--- src/rtl/mux_arb_n_pkg.sv ---
// Shared constants and helpers for the N-input registered stream mux.
package mux_arb_n_pkg;

    localparam int unsigned MUX_MODE_FIXED = 0;
    localparam int unsigned MUX_MODE_RR    = 1;

    // Width of a channel index; a single channel still needs one bit.
    function automatic int unsigned sel_width(input int unsigned n);
        return (n <= 1) ? 1 : int'($clog2(n));
    endfunction

endpackage

--- src/rtl/mux_arb_n_if.sv ---
// Producer-side and consumer-side handshake bundle for mux_arb_n.
interface mux_arb_n_if
    import mux_arb_n_pkg::*;
#(
    parameter int unsigned N    = 4,
    parameter int unsigned W    = 8,
    parameter int unsigned SELW = sel_width(N)
);

    logic [N*W-1:0]  in_data;
    logic [N-1:0]    in_valid;
    logic [N-1:0]    in_ready;
    logic [SELW-1:0] sel;
    logic [W-1:0]    out_data;
    logic [SELW-1:0] out_ch;
    logic            out_valid;
    logic            out_ready;

    // Mux side.
    modport slave (
        input  in_data, in_valid, sel, out_ready,
        output in_ready, out_data, out_ch, out_valid
    );

    // Producers/consumer side.
    modport master (
        output in_data, in_valid, sel, out_ready,
        input  in_ready, out_data, out_ch, out_valid
    );

endinterface

--- src/rtl/mux_arb_n_rr_pick.sv ---
// Rotating-priority picker: first requester at or after the pointer, wrapping.
module mux_arb_n_rr_pick #(
    parameter int unsigned N    = 4,
    parameter int unsigned SELW = 2
) (
    input  logic [N-1:0]    req_i,
    input  logic [SELW-1:0] ptr_i,
    output logic [SELW-1:0] grant_o,
    output logic            grant_valid_o
);

    // Scan ptr..N-1 first, then 0..ptr-1, taking the first request seen.
    always_comb begin
        grant_o       = '0;
        grant_valid_o = 1'b0;
        for (int unsigned i = 0; i < N; i++) begin
            if (!grant_valid_o && req_i[i] && (i >= 32'(ptr_i))) begin
                grant_valid_o = 1'b1;
                grant_o       = SELW'(i);
            end
        end
        for (int unsigned i = 0; i < N; i++) begin
            if (!grant_valid_o && req_i[i] && (i < 32'(ptr_i))) begin
                grant_valid_o = 1'b1;
                grant_o       = SELW'(i);
            end
        end
    end

endmodule

--- src/rtl/mux_arb_n.sv ---
// N-input W-bit stream mux with registered output; fixed-select or round-robin.
module mux_arb_n
    import mux_arb_n_pkg::*;
#(
    parameter int unsigned N    = 4,
    parameter int unsigned W    = 8,
    parameter int unsigned MODE = MUX_MODE_FIXED,
    parameter int unsigned SELW = sel_width(N)
) (
    input  logic        clk,
    input  logic        rst,
    mux_arb_n_if.slave  bus
);

    logic            load_en;
    logic [SELW-1:0] grant;
    logic            grant_valid;
    logic [N-1:0]    ready;
    logic            xfer;
    logic [W-1:0]    pick_data;

    logic            out_valid_q;
    logic [W-1:0]    out_data_q;
    logic [SELW-1:0] out_ch_q;
    logic [SELW-1:0] rr_ptr_q;
    logic [SELW-1:0] rr_ptr_d;

    // The output register can take a new item when empty or being drained.
    assign load_en = !out_valid_q || bus.out_ready;

    if (MODE == MUX_MODE_RR) begin : g_rr
        mux_arb_n_rr_pick #(
            .N    (N),
            .SELW (SELW)
        ) u_pick (
            .req_i         (bus.in_valid),
            .ptr_i         (rr_ptr_q),
            .grant_o       (grant),
            .grant_valid_o (grant_valid)
        );
    end else begin : g_fixed
        // Fixed select; an out-of-range sel matches no channel and grants nothing.
        always_comb begin
            grant       = bus.sel;
            grant_valid = 1'b0;
            for (int unsigned i = 0; i < N; i++) begin
                if (32'(bus.sel) == i) begin
                    grant_valid = bus.in_valid[i];
                end
            end
        end
    end

    // One-hot accept for the granted channel, suppressed during reset.
    always_comb begin
        ready = '0;
        for (int unsigned i = 0; i < N; i++) begin
            if (!rst && load_en && grant_valid && (32'(grant) == i)) begin
                ready[i] = 1'b1;
            end
        end
    end

    assign xfer = |(bus.in_valid & ready);

    // Data slice of the granted channel.
    always_comb begin
        pick_data = '0;
        for (int unsigned i = 0; i < N; i++) begin
            if (32'(grant) == i) begin
                pick_data = bus.in_data[i*W +: W];
            end
        end
    end

    // Round-robin pointer moves just past the channel that transferred.
    always_comb begin
        rr_ptr_d = rr_ptr_q;
        if ((MODE == MUX_MODE_RR) && xfer) begin
            rr_ptr_d = (32'(grant) == N - 1) ? '0 : grant + SELW'(1);
        end
    end

    // Output register and pointer state.
    always_ff @(posedge clk) begin
        if (rst) begin
            out_valid_q <= 1'b0;
            out_data_q  <= '0;
            out_ch_q    <= '0;
            rr_ptr_q    <= '0;
        end else begin
            rr_ptr_q <= rr_ptr_d;
            if (load_en) begin
                if (xfer) begin
                    out_valid_q <= 1'b1;
                    out_data_q  <= pick_data;
                    out_ch_q    <= grant;
                end else begin
                    out_valid_q <= 1'b0;
                end
            end
        end
    end

    assign bus.in_ready  = ready;
    assign bus.out_valid = out_valid_q;
    assign bus.out_data  = out_data_q;
    assign bus.out_ch    = out_ch_q;

endmodule

--- src/flat_wrapper.sv ---
// flat-port wrapper written by rule: the top's interface ports become plain ports
module mux_arb_n_flat import mux_arb_n_pkg::*;
#(
    parameter int unsigned N    = 4,
    parameter int unsigned W    = 8,
    parameter int unsigned MODE = MUX_MODE_FIXED,
    parameter int unsigned SELW = sel_width(N)
)
  (clk, rst, bus_in_data, bus_in_valid, bus_sel, bus_out_ready, bus_in_ready, bus_out_data, bus_out_ch, bus_out_valid);
  mux_arb_n_if #(.N(N), .W(W), .SELW(SELW)) bus_i ();
  input  logic clk;
  input  logic rst;
  input wire logic [$bits(bus_i.in_data)-1:0] bus_in_data;
  input wire logic [$bits(bus_i.in_valid)-1:0] bus_in_valid;
  input wire logic [$bits(bus_i.sel)-1:0] bus_sel;
  input wire logic [$bits(bus_i.out_ready)-1:0] bus_out_ready;
  output wire logic [$bits(bus_i.in_ready)-1:0] bus_in_ready;
  output wire logic [$bits(bus_i.out_data)-1:0] bus_out_data;
  output wire logic [$bits(bus_i.out_ch)-1:0] bus_out_ch;
  output wire logic [$bits(bus_i.out_valid)-1:0] bus_out_valid;
  assign bus_i.in_data = bus_in_data;
  assign bus_i.in_valid = bus_in_valid;
  assign bus_i.sel = bus_sel;
  assign bus_i.out_ready = bus_out_ready;
  assign bus_in_ready = bus_i.in_ready;
  assign bus_out_data = bus_i.out_data;
  assign bus_out_ch = bus_i.out_ch;
  assign bus_out_valid = bus_i.out_valid;
  mux_arb_n #(.N(N), .W(W), .MODE(MODE), .SELW(SELW)) u_core (.clk(clk), .rst(rst), .bus(bus_i));
endmodule
--- config.mk ---
export PLATFORM = sky130hd
export DESIGN_NAME = mux_arb_n_flat
export DESIGN_NICKNAME = d
export VERILOG_FILES = /design/src/rtl/mux_arb_n_pkg.sv /design/src/rtl/mux_arb_n_if.sv /design/src/rtl/mux_arb_n_rr_pick.sv /design/src/rtl/mux_arb_n.sv /design/src/flat_wrapper.sv
export SDC_FILE = /design/constraint.sdc
export NUM_CORES = 1
export LEC_CHECK = 0
export BUFFER_PORTS_ARGS = -buffer_cell sky130_fd_sc_hd__buf_2
export CAP_MARGIN = 5
export CORE_UTILIZATION = 34
export CTS_CLUSTER_SIZE = 14
export DETAILED_ROUTE_END_ITERATION = 8
export GPL_TIMING_DRIVEN = 1
export PLACE_DENSITY = 0.81
export SETUP_SLACK_MARGIN = 0.3
export SLEW_MARGIN = 25
export SYNTH_ARGS = -nofsm -noshare
export SYNTH_HDL_FRONTEND = slang
export SYNTH_SLANG_ARGS = --single-unit
--- constraint.sdc ---
create_clock -name clk -period 1.6 [get_ports clk]
set_clock_uncertainty 0.2 [all_clocks]
set_input_delay 0.16 -clock clk [delete_from_list [all_inputs] [get_ports clk]]
set_output_delay 0.16 -clock clk [all_outputs]
set_load 0.01 [all_outputs]
==> results of run 1 <==
[metal layers]
| metal | vias up | share of wire [%] | routed length [um] | GRT usage (%) |
|---|---|---|---|---|
| met5 | - | 0 | 0 | 0 |
| met4 | 0 | 1.8 | 35 | 10.00 |
| met3 | 4 | 8.4 | 163 | 2.642 |
| met2 | 40 | 47 | 920 | 30.27 |
| met1 | 361 | 43 | 832 | 18.54 |
| li1 | 377 | - | - | - |
[path summary, 6_finish.rpt]
path | start | endpoint | slack, ps | cells after the start
max reg2reg | u_core.bus.out_valid | u_core.bus.out_data[7] | 120 | 7
min | bus_in_valid[3] | u_core.bus.out_ch[0] | 20 | 3
max | u_core.bus.out_valid | bus_in_ready[0] | -50 | 4
min reg2reg | u_core.bus.out_ch[1] | u_core.bus.out_ch[1] | 270 | 2
[synth_stat cells, drive strengths merged]
| library cell | number | area (um2) |
|---|---|---|
| dfxtp | 11 | 220.2 |
| mux2i | 9 | 90.09 |
| mux4 | 9 | 221.5 |
| nor2 | 9 | 33.78 |
| buf | 4 | 33.78 |
| inv | 3 | 11.26 |
| nand2 | 2 | 7.510 |
| nand2b | 2 | 12.51 |
| nor2b | 2 | 12.51 |
| nor3b | 2 | 15.01 |
| o211ai | 2 | 15.01 |
| a211oi | 1 | 7.510 |
| a21oi | 1 | 5.000 |
| a31oi | 1 | 6.260 |
| clkbuf | 1 | 3.750 |
| nand3 | 1 | 5.000 |
| nand3b | 1 | 7.510 |
| nor4 | 1 | 6.260 |
[layout by cell type, fill, tap and decap left out, types with 2 or more instances in the layout]
cell type	count
buf_2	53
buf_4	12
buf_6	5
clkbuf_4	3
dfxtp_1	10
inv_1	2
mux2i_1	8
mux4_1	5
mux4_2	4
nand2_1	2
nor2_1	9
nor2b_4	2
o211ai_1	2
[logic make-up after synthesis]
logic type | count (synthesis) | synth area share (%)
AND/OR/NAND/NOR | 20 | 14.01
multiplexers | 18 | 43.61
flip-flops | 11 | 30.82
buffers and inverters | 8 | 6.829
AO/OA/AOI/OAI | 5 | 4.728
[flip-flops by register name, summed over array words and instances, names as in the netlist]
register,cells
u_core.bus.out_data,8
u_core.bus.out_valid,1
u_core.bus.out_ch,2
[layout make-up]
| type | instances | area share [%] |
|---|---|---|
| repair buffers | 70 | 33.81 |
| inverters | 3 | 0.9250 |
| clock buffers | 4 | 2.158 |
| well taps | 27 | 2.775 |
| multi-input cells | 43 | 42.14 |
| flip-flops and latches | 11 | 18.19 |
[through the flow]
stage,util [%],power [mW]
after floorplan,-,0.4390
after global placement,54.66,0.5248
after CTS,61.10,0.7428
after detailed placement,54.66,0.5311
final,62.05,0.7519
after global routing,62.05,0.7952
[power groups by stage]
stage | sequential, mW | combinational [mW] | clock [mW]
6_report | 0.304 | 0.256 | 0.191
5_1_grt | 0.307 | 0.275 | 0.214
4_1_cts | 0.304 | 0.249 | 0.189
3_5_place_dp | 0.310 | 0.221 | 0
3_3_place_gp | 0.310 | 0.215 | 0
2_1_floorplan | 0.320 | 0.119 | 0
[worst min-delay path: cells and delay by family]
family / cells / cell delay [ps]
buffers and inverters: 1 / 110
and+or+nand+nor: 1 / 90
AOI/OAI and AO/OA: 1 / 80
[what timing repair did]
item                       4_1_cts  5_1_grt
setup endpoints to repair       13       15
setup buffers                    4        2
pin swaps                        7        2
gates resized for setup         14        1
==> summary.md, run 1 <==
| Metric | Value |
|---|---|
| Detailed placer's ending HPWL | `between 1.5 and 2 mm` |
| Slew headroom | `between 80% and 90%` |
| Sw frac | `between 20% and 30%` |
| Final WS setup | `-54.53 ps` |
| Die ar. | `about 2300 um2` |
| Setup tns final | `-85.72 ps` |
| Mean post-synth cell area | `11.52 um2` |
| Post-Place Worst Slack | `-52.91 ps` |
| FP Rows | `16` |
| Sequential share of the synthesized area | `30.82%` |
| Logic pwr share | `between 30% and 40%` |
| Post-Layout Cell Count | `around 160` |
| Largest vdd supply drop | `a little over 0.3 mV` |
| First-pass GRT wire length | `2.628 mm` |
| Failing checks | `setup timing` |
| Largest net degree at the start of global routing | `14` |
| N_diodes | `0` |
| Data required time of the critical path | `between 1000 and 1500 ps` |
| CP cell instances | `nor2b_4 -> nor4_4 -> nor2b_4 -> buf_6` |
| Crit Path Category | `reg -> out` |
| Share of layout cells above drive strength 1 | `roughly two thirds` |
| Remaining DRCs | `0` |
| Critical path's top delay family | `simple AND/OR/NAND/NOR gates` |
| #FFs+latches synth | `11` |
| Sw power | `209.5 uW` |
| Fillers | `180` |
| Post-DR wirelength/cell | `between 10 and 15 um` |
| TritonCTS buffer count | `3` |
| Gate Count Post-Synth | `62` |
| Worst-skew pair later-pin latency | `270 ps` |
| IO Pins | `between 50 and 60` |
| Port bufs | `55` |
| Netlist cell types | `21` |
| Sequential cell fraction of total power | `slightly above 40%` |
| Hold-fix buffer count after cts | `0` |
| Length of the first detailed-routing pass in iterations | `4` |
| FMAX | `604.4 MHz` |
| FF+latch area | `221.5 um2` |
| Vias per cell | `4.949` |
| Crit-path most repeated cell | `nor2b_4` |
| Post-DP Area | `roughly 1100 um2` |
| Cell Int Power | `approximately 540 uW` |
| RSZ-0062 raised after global routing | `true` |
| WL final | `approximately 2 mm` |
| Synthesis-to-layout area growth | `70.40%` |
| Period Utilization, post-route | `103.4%` |
| Worst-path clk slew | `70 ps` |
| Post-route ant nets | `0` |
| Nets | `~170` |
| Run status | `complete, but fails checks` |
| Setup violators final | `2` |
| Initial Util | `36.42%` |
| Max H-tree Level | `1` |
| GRT Total Usage | `around 17%` |
| Iter 0 DRT Violations | `14` |
| Die Ht | `47.84 um` |
| Clock Power Share | `about a quarter` |
| Leakage | `about 0.63 nW` |
| Clock root buffer | `clkbuf_4` |
| Setup crit end kind | `output pin` |
| CTS sink cnt | `11` |
| Initial antenna violation count | `0` |
| Worst min path class | `in -> reg` |
| Routed via count | `around 800` |
| Min Tclk post-route | `between 1500 and 2000 ps` |
| RePlAce Congestion | `between 0.7 and 0.8` |
| YS warnings | `0` |
| Placed insts | `about 150` |
| Crit path buffers/inverters | `1` |
| CTS tree | `yes` |
| Gr ovfl total | `0` |
| PD cells | `a little over 600 nW/um2` |
| DIE WIDTH | `~48 um` |
| Synthesized net count | `103` |
| Slew Limit Fails | `0` |
| CP max FO | `3` |
| Area of the multi-input gates | `513.0 um2` |
| Worst-Margin Slew | `approximately 270 ps` |
| Final Hold Slack | `approximately 21 ps` |
| Final hold vios | `0` |
| Final instance area | `about 1200 um2` |
| Core Area | `slightly below 2000 um2` |
| Vias in the first global route | `691` |
| Slowest CP cell | `dfxtp_2` |
| Area of the mapped netlist | `slightly above 700 um2` |
| Worst path arrival time | `~1300 ps` |
| Crit start category | `flop` |
| Max-capacitance violation count | `0` |
| Delay of the slowest critical-path stage | `~320 ps` |
| Worst-case clock buffer depth | `2` |
Power figures use the tool's default switching activity.
==> run 2, diff against run 1 <==
Settings changed: CAP_MARGIN 5 to not set.
Clock period 1.6 ns to 1.5 ns, I/O delays scaled along.
==> run 2 against run 1 <==
Net effect: the run still ends with setup timing left; register-to-register slack lost 170 ps; sequential share of layout area shrank 0.35 points; via count grew 1.7%; count of clock-buffer cells in the layout is the same; flip-flop and latch count is the same; non-clock buffer count grew 2; critical endpoint is now bus_in_ready[2]; largest power group unchanged; highest routed layer unchanged.
==> summary.md, run 2 (synthesis results as in run 1) <==
| Metric | Value |
|---|---|
| Synthesis-to-layout area growth | `73.73%` |
| Largest vdd supply drop | `between 0.3 and 0.4 mV` |
| Largest net degree at the start of global routing | `12` |
| Crit. Startpoint | `u_core.bus.out_valid` |
| Post-Place Worst Slack | `-118.8 ps` |
| Gr ovfl total | `0` |
| GRT Total Usage | `slightly above 20%` |
| Post-DR wirelength/cell | `12.90 um` |
| Iter 0 DRT Violations | `7` |
| Detailed placer's ending HPWL | `1.627 mm` |
| TritonCTS buffer count | `3` |
| Initial Util | `approximately 36%` |
| Final Hold Slack | `between 40 and 50 ps` |
| Vias in the first global route | `799` |
| Power Total | `803.0 uW` |
| Slew headroom | `roughly 90%` |
| Worst-skew pair later-pin latency | `between 200 and 300 ps` |
| Remaining DRCs | `0` |
| Reg-to-Reg Start | `u_core.bus.out_valid` |
| Crit Path Category | `reg -> out` |
| PD cells | `between 600 and 700 nW/um2` |
| Top Layer Used | `met4` |
| Routed via count | `795` |
| CP max FO | `3` |
| First-pass GRT wire length | `between 3 and 4 mm` |
| Worst min path class | `in -> reg` |
| Length of the first detailed-routing pass in iterations | `4` |
| Max-capacitance violation count | `0` |
| Max H-tree Level | `1` |
| Worst path arrival time | `~1300 ps` |
| Largest register FFs | `8` |
| Met2 wire length | `1.170 mm` |
| Clock root buffer | `clkbuf_4` |
| Share of layout cells above drive strength 1 | `between 60% and 70%` |
| Setup crit end kind | `output pin` |
| Reg2Reg Setup Slack | `-50 ps` |
| Final instance area | `between 1000 and 1500 um2` |
| RSZ-0062 raised after global routing | `true` |
| Setup tns final | `-511.2 ps` |
| IO Pins | `56` |
| Leakage | `0.6501 nW` |
| RR Endpoint | `u_core.bus.out_data[1]` |
| HP Start | `rst` |
| Slew Limit Fails | `0` |
| Final WS setup | `-139.1 ps` |
| Worst-Margin Slew | `between 150 and 200 ps` |
| Min Tclk post-route | `~1600 ps` |
| WL met3 | `~150 um` |
| Core Area | `between 1500 and 2000 um2` |
| Nets | `around 180` |
| CTS tree | `yes` |
| Worst-path clk slew | `roughly 70 ps` |
| Post-DP Area | `approximately 1100 um2` |
| WL met1 | `about 710 um` |
| Final hold vios | `0` |
| Setup violators final | `13` |
| Post-route ant nets | `0` |
| FMAX | `roughly 600 MHz` |
| Worst setup endpoint | `bus_in_ready[2]` |
| Fillers | `roughly 180` |
| Worst-case clock buffer depth | `2` |
| Die ar. | `between 2000 and 2500 um2` |
| N_diodes | `0` |
| Failing checks | `setup timing` |
| FP Rows | `16` |
| WL final | `between 2 and 2.5 mm` |
| RePlAce Congestion | `0.7014` |
| Port bufs | `55` |
| R2R depth | `8` |
| Commonest cells after routing, fill and taps aside | `53 x buf_2, 11 x buf_4, 10 x dfxtp_1, 9 x nor2_1, 8 x mux2i_1` |
| Data required time of the critical path | `between 1000 and 1500 ps` |
| Crit start category | `flop` |
| Die Ht | `47.84 um` |
| Initial antenna violation count | `0` |
| Most common cell after layout, fill and taps aside | `buf_2` |
| DIE WIDTH | `47.84 um` |
| Run status | `complete, but fails checks` |
| CTS sink cnt | `11` |
| Period Utilization, post-route | `109.3%` |
| Vias per cell | `around 5.0` |
## run 2: cell count changes in the layout (fill, tap and decap cells not counted), sizes merged
cell | before | now
buf | 70 | 71
dlygate4sd3 | 0 | 1
## run 2: worst min-delay path by stage
stage	slack, ps	depth (start not counted)	endpoint
finish	50	3	u_core.bus.out_data[5]
global route	60	3	u_core.bus.out_ch[1]
CTS	30	3	u_core.bus.out_data[5]
detailed placement	230	2	u_core.bus.out_valid
global placement	230	2	u_core.bus.out_valid
floorplan	140	2	u_core.bus.out_ch[0]
## run 2: timing repair
item	CTS	global route
endpoints found under the setup margin	14	16
hold buffers	1	0
setup buffers	4	1
gates resized for setup	10	5
endpoints found under the hold margin	4	0
pin swaps	3	2
## run 2: area by class of cell
cell class / count / area (um2) / share of cell area, %
Inverter: 3 / 11.26 / 0.9073
Tap cell: 27 / 33.78 / 2.722
Multi-Input combinational cell: 43 / 503.0 / 40.52
Clock buffer: 4 / 26.28 / 2.117
Sequential cell: 11 / 221.5 / 17.84
Timing Repair Buffer: 72 / 445.4 / 35.89
## run 2: report_power, final
group	switching, mW	leakage [nW]	total, mW	internal (mW)
registers	0.0114	0.0905	0.326	0.314
logic	0.111	0.545	0.279	0.168
clock network	0.0956	0.0150	0.199	0.103
## run 2: per-layer routing
metal | vias up | global-route usage, %
met5 | - | 0
met4 | 0 | 9.444
met3 | 6 | 3.774
met2 | 40 | 41.89
met1 | 372 | 19.59
li1 | 377 | -
## run 2: worst max-delay path: stages, from the launching register on
cell	delay, ps
dfxtp_2	330
buf_6	110
buf_6	110
nand2b_4	80
nand3_4	90
nor3b_2	160
buf_2	150
## run 2: through the flow
stage	instances	util [%]
finish	160	63.27
global route	160	63.27
global placement	150	56.06
CTS	159	61.93
detailed placement	150	56.06
floorplan	62	-
==> run 3, diff against run 2 <==
Settings changed: ABC_AREA set to 1, CORE_ASPECT_RATIO set to 1.1, CORE_UTILIZATION 34 to 37, PLACE_DENSITY 0.81 to 0.84, SETUP_SLACK_MARGIN 0.3 to 0.05.
==> run 3 against run 2 <==
Net effect: the run still ends with setup timing left; global-route usage down 0.74 points; combinational power up 9.7%; via count up 30%; first-iteration DRC count rose to 3.4 times the previous value; die area up 5.2%; non-clock buffer count down 4; synthesized cell count up 110%; wire length up 4.7%; critical path depth unchanged; critical endpoint is now bus_in_ready[1]; highest routed layer unchanged.
==> summary.md, run 3 <==
| Metric | Value |
|---|---|
| Length of the first detailed-routing pass in iterations | `4` |
| Crit path buffers/inverters | `1` |
| Post-synth top area share | `26.87%` |
| Slew Limit Fails | `0` |
| Leakage | `0.6429 nW` |
| CP max FO | `5` |
| Slowest CP cell | `dfxtp_2` |
| Top post-synthesis cells by area | `dfxtp_1 27%, nand3_1 15%, nand2_1 13%` |
| Area of the mapped netlist | `slightly above 800 um2` |
| Post-DP Area | `1147 um2` |
| Synth Area in Adders | `0%` |
| Commonest cells after routing, fill and taps aside | `55 x buf_2, 27 x nand2_1, 25 x nand3_1, 11 x a21oi_1, 11 x buf_4` |
| Port bufs | `55` |
| Largest register FFs | `8` |
| YS warnings | `0` |
| EDFF count, synth | `0` |
| Setup crit end kind | `output pin` |
| Detailed placer's ending HPWL | `around 1.7 mm` |
| Synthesis-to-layout area growth | `48.40%` |
| Die ar. | `around 2400 um2` |
| Final hold vios | `0` |
| Initial antenna violation count | `0` |
| Final instance area | `approximately 1200 um2` |
| IO Pins | `56` |
| Count leader, synth | `nand2_1` |
| N_diodes | `0` |
| WL final | `between 2 and 2.5 mm` |
| CTS sink cnt | `11` |
| Worst-skew pair later-pin latency | `around 260 ps` |
| Share of layout cells above drive strength 1 | `a little over two fifths` |
| Post-route ant nets | `0` |
| Failing checks | `setup timing` |
| Remaining DRCs | `0` |
| Power Total | `between 800 and 900 uW` |
| Mean post-synth cell area | `6.353 um2` |
| Netlist cell types | `19` |
| Worst-Margin Slew | `~240 ps` |
| Run status | `complete, but fails checks` |
| Max H-tree Level | `1` |
| Data required time of the critical path | `about 1200 ps` |
| Vias in the first global route | `890` |
| Routed via count | `a little over 1,000` |
| Setup tns final | `-318.7 ps` |
| HP Start | `rst` |
| Most used DFF post-synth | `dfxtp_1` |
| Sequential share of the synthesized area | `between 20% and 30%` |
| Post-Synth XOR/XNOR Area | `0%` |
| Asr flop ratio synth | `0%` |
| Gate Count Post-Synth | `between 100 and 150` |
| PD cells | `between 600 and 700 nW/um2` |
| Nets | `around 230` |
| FMAX | `617.9 MHz` |
| Worst min path class | `in -> reg` |
| Delay of the slowest critical-path stage | `approximately 320 ps` |
| Crit Path Category | `reg -> out` |
| Most common cell after layout, fill and taps aside | `buf_2` |
| Worst path arrival time | `about 1300 ps` |
| Setup violators final | `4` |
| Critical path's top delay family | `simple AND/OR/NAND/NOR gates` |
| CP cell instances | `nand2_2 -> o21ai_2 -> nor2_2 -> nand2_2 -> nor3_2 -> buf_2` |
| Simple-gate share of the synthesized area | `between 50% and 60%` |
| Crit. Startpoint | `u_core.bus.out_valid` |
| Die Ht | `roughly 50 um` |
| Max-capacitance violation count | `0` |
| DIE WIDTH | `around 47 um` |
| GRT Total Usage | `19.97%` |
| Largest vdd supply drop | `around 0.33 mV` |
| Crit-path most repeated cell | `nand2_2` |
| Core Area | `2042 um2` |
| Worst-case clock buffer depth | `2` |
| Worst-path clk slew | `roughly 70 ps` |
| CTS tree | `yes` |
| Vias per cell | `between 4 and 5` |
| #FFs+latches synth | `11` |
| Final WS setup | `-118.4 ps` |
| Iter 0 DRT Violations | `24` |
| Crit start category | `flop` |
| Period Utilization, post-route | `107.9%` |
| Initial Util | `around 40%` |
| FP Rows | `17` |
| Post-DR wirelength/cell | `9.818 um` |
| Post-synthesis mux area share | `0%` |
| TritonCTS buffer count | `3` |
| Slew headroom | `83.77%` |
| Synthesized net count | `170` |
| RSZ-0062 raised after global routing | `true` |
| RePlAce Congestion | `0.7579` |
| Min Tclk post-route | `1618 ps` |
| Gr ovfl total | `0` |
| Biggest area consumer among synthesized cells | `dfxtp_1` |
| First-pass GRT wire length | `3.560 mm` |
| Clock root buffer | `clkbuf_4` |
| Post-synthesis compound-gate area fraction | `between 10% and 20%` |
| Largest net degree at the start of global routing | `21` |
| Synth top cells by count | `29 x nand2_1, 25 x nand3_1, 11 x a21oi_1, 11 x dfxtp_1, 11 x nor2_1` |
| Reg-to-Reg Start | `u_core.bus.out_valid` |
| Main combinational cell family by area after synthesis | `simple AND/OR/NAND/NOR gates` |
-- run 3: cell count changes after synthesis, moves of 8 or more --
cell and change:
nand2_1 +27, o21ai_0 +8, mux2i_1 -9, or2_1 +8
nand3_1 +24, a21oi_1 +10
-- run 3: cell families (layout without fill, tap and decap cells) --
| kind of cell | Yosys count | in the layout |
|---|---|---|
| AND/OR/NAND/NOR | 84 | 84 |
| AO/OA/AOI/OAI | 20 | 20 |
| flip-flops | 11 | 11 |
| buffers and inverters | 14 | 77 |
-- run 3: worst register-to-register path: cells and delay by family, from the launching register on --
| family | cells | cell delay [ps] |
|---|---|---|
| simple gates | 5 | 420 |
| buf+inv | 1 | 250 |
| compound gates | 1 | 50 |
| flops | 1 | 320 |
-- run 3: cell type report --
class / count / area [um2]
inverter: 5 / 18.77
sequential: 11 / 221.5
tap: 28 / 35.03
fill: 224 / 825.8
multi-input combinational: 104 / 526.8
clock buffer: 4 / 26.28
timing repair buffer: 68 / 387.9
-- run 3: layer usage --
metal	up-vias	global-route usage, %	wire length (um)
li1	555	-	-
met1	428	24.84	947
met2	48	31.94	1030
met3	2	3.180	159
met4	0	10.48	23
met5	-	0	0
-- run 3: path summary, 6_finish.rpt --
path / slack (ps) / cells after the start / endpoint
max: -120 / 6 / bus_in_ready[1]
min: 80 / 4 / u_core.bus.out_valid
max reg2reg: 150 / 7 / u_core.bus.out_data[3]
min reg2reg: 270 / 2 / u_core.bus.out_data[5]
-- run 3: metrics by stage --
step,util [%],hold WS [ps],instances,worst slack (ps)
floorplan,-,19.07,129,135.6
global placement,56.19,144.9,213,5.594
detailed placement,56.19,148.6,213,-24.90
CTS,58.64,15.65,219,-132.8
global route,59.56,111.2,220,-195.9
finish,59.56,84.76,220,-118.4
-- run 3: where the power goes --
group / total [mW] / internal (mW) / switching (mW) / leakage [nW]
registers: 0.332 / 0.320 / 0.0125 / 0.0912
logic: 0.306 / 0.145 / 0.161 / 0.537
clock network: 0.193 / 0.103 / 0.0903 / 0.0150
total: 0.832 / 0.568 / 0.264 / 0.643
-- run 3: what timing repair did --
action	in CTS	in global routing
pin swaps	1	1
gates resized for setup	3	3
hold buffers	1	0
endpoints found under the setup margin	4	14
endpoints found under the hold margin	1	0
buffers inserted	1	1
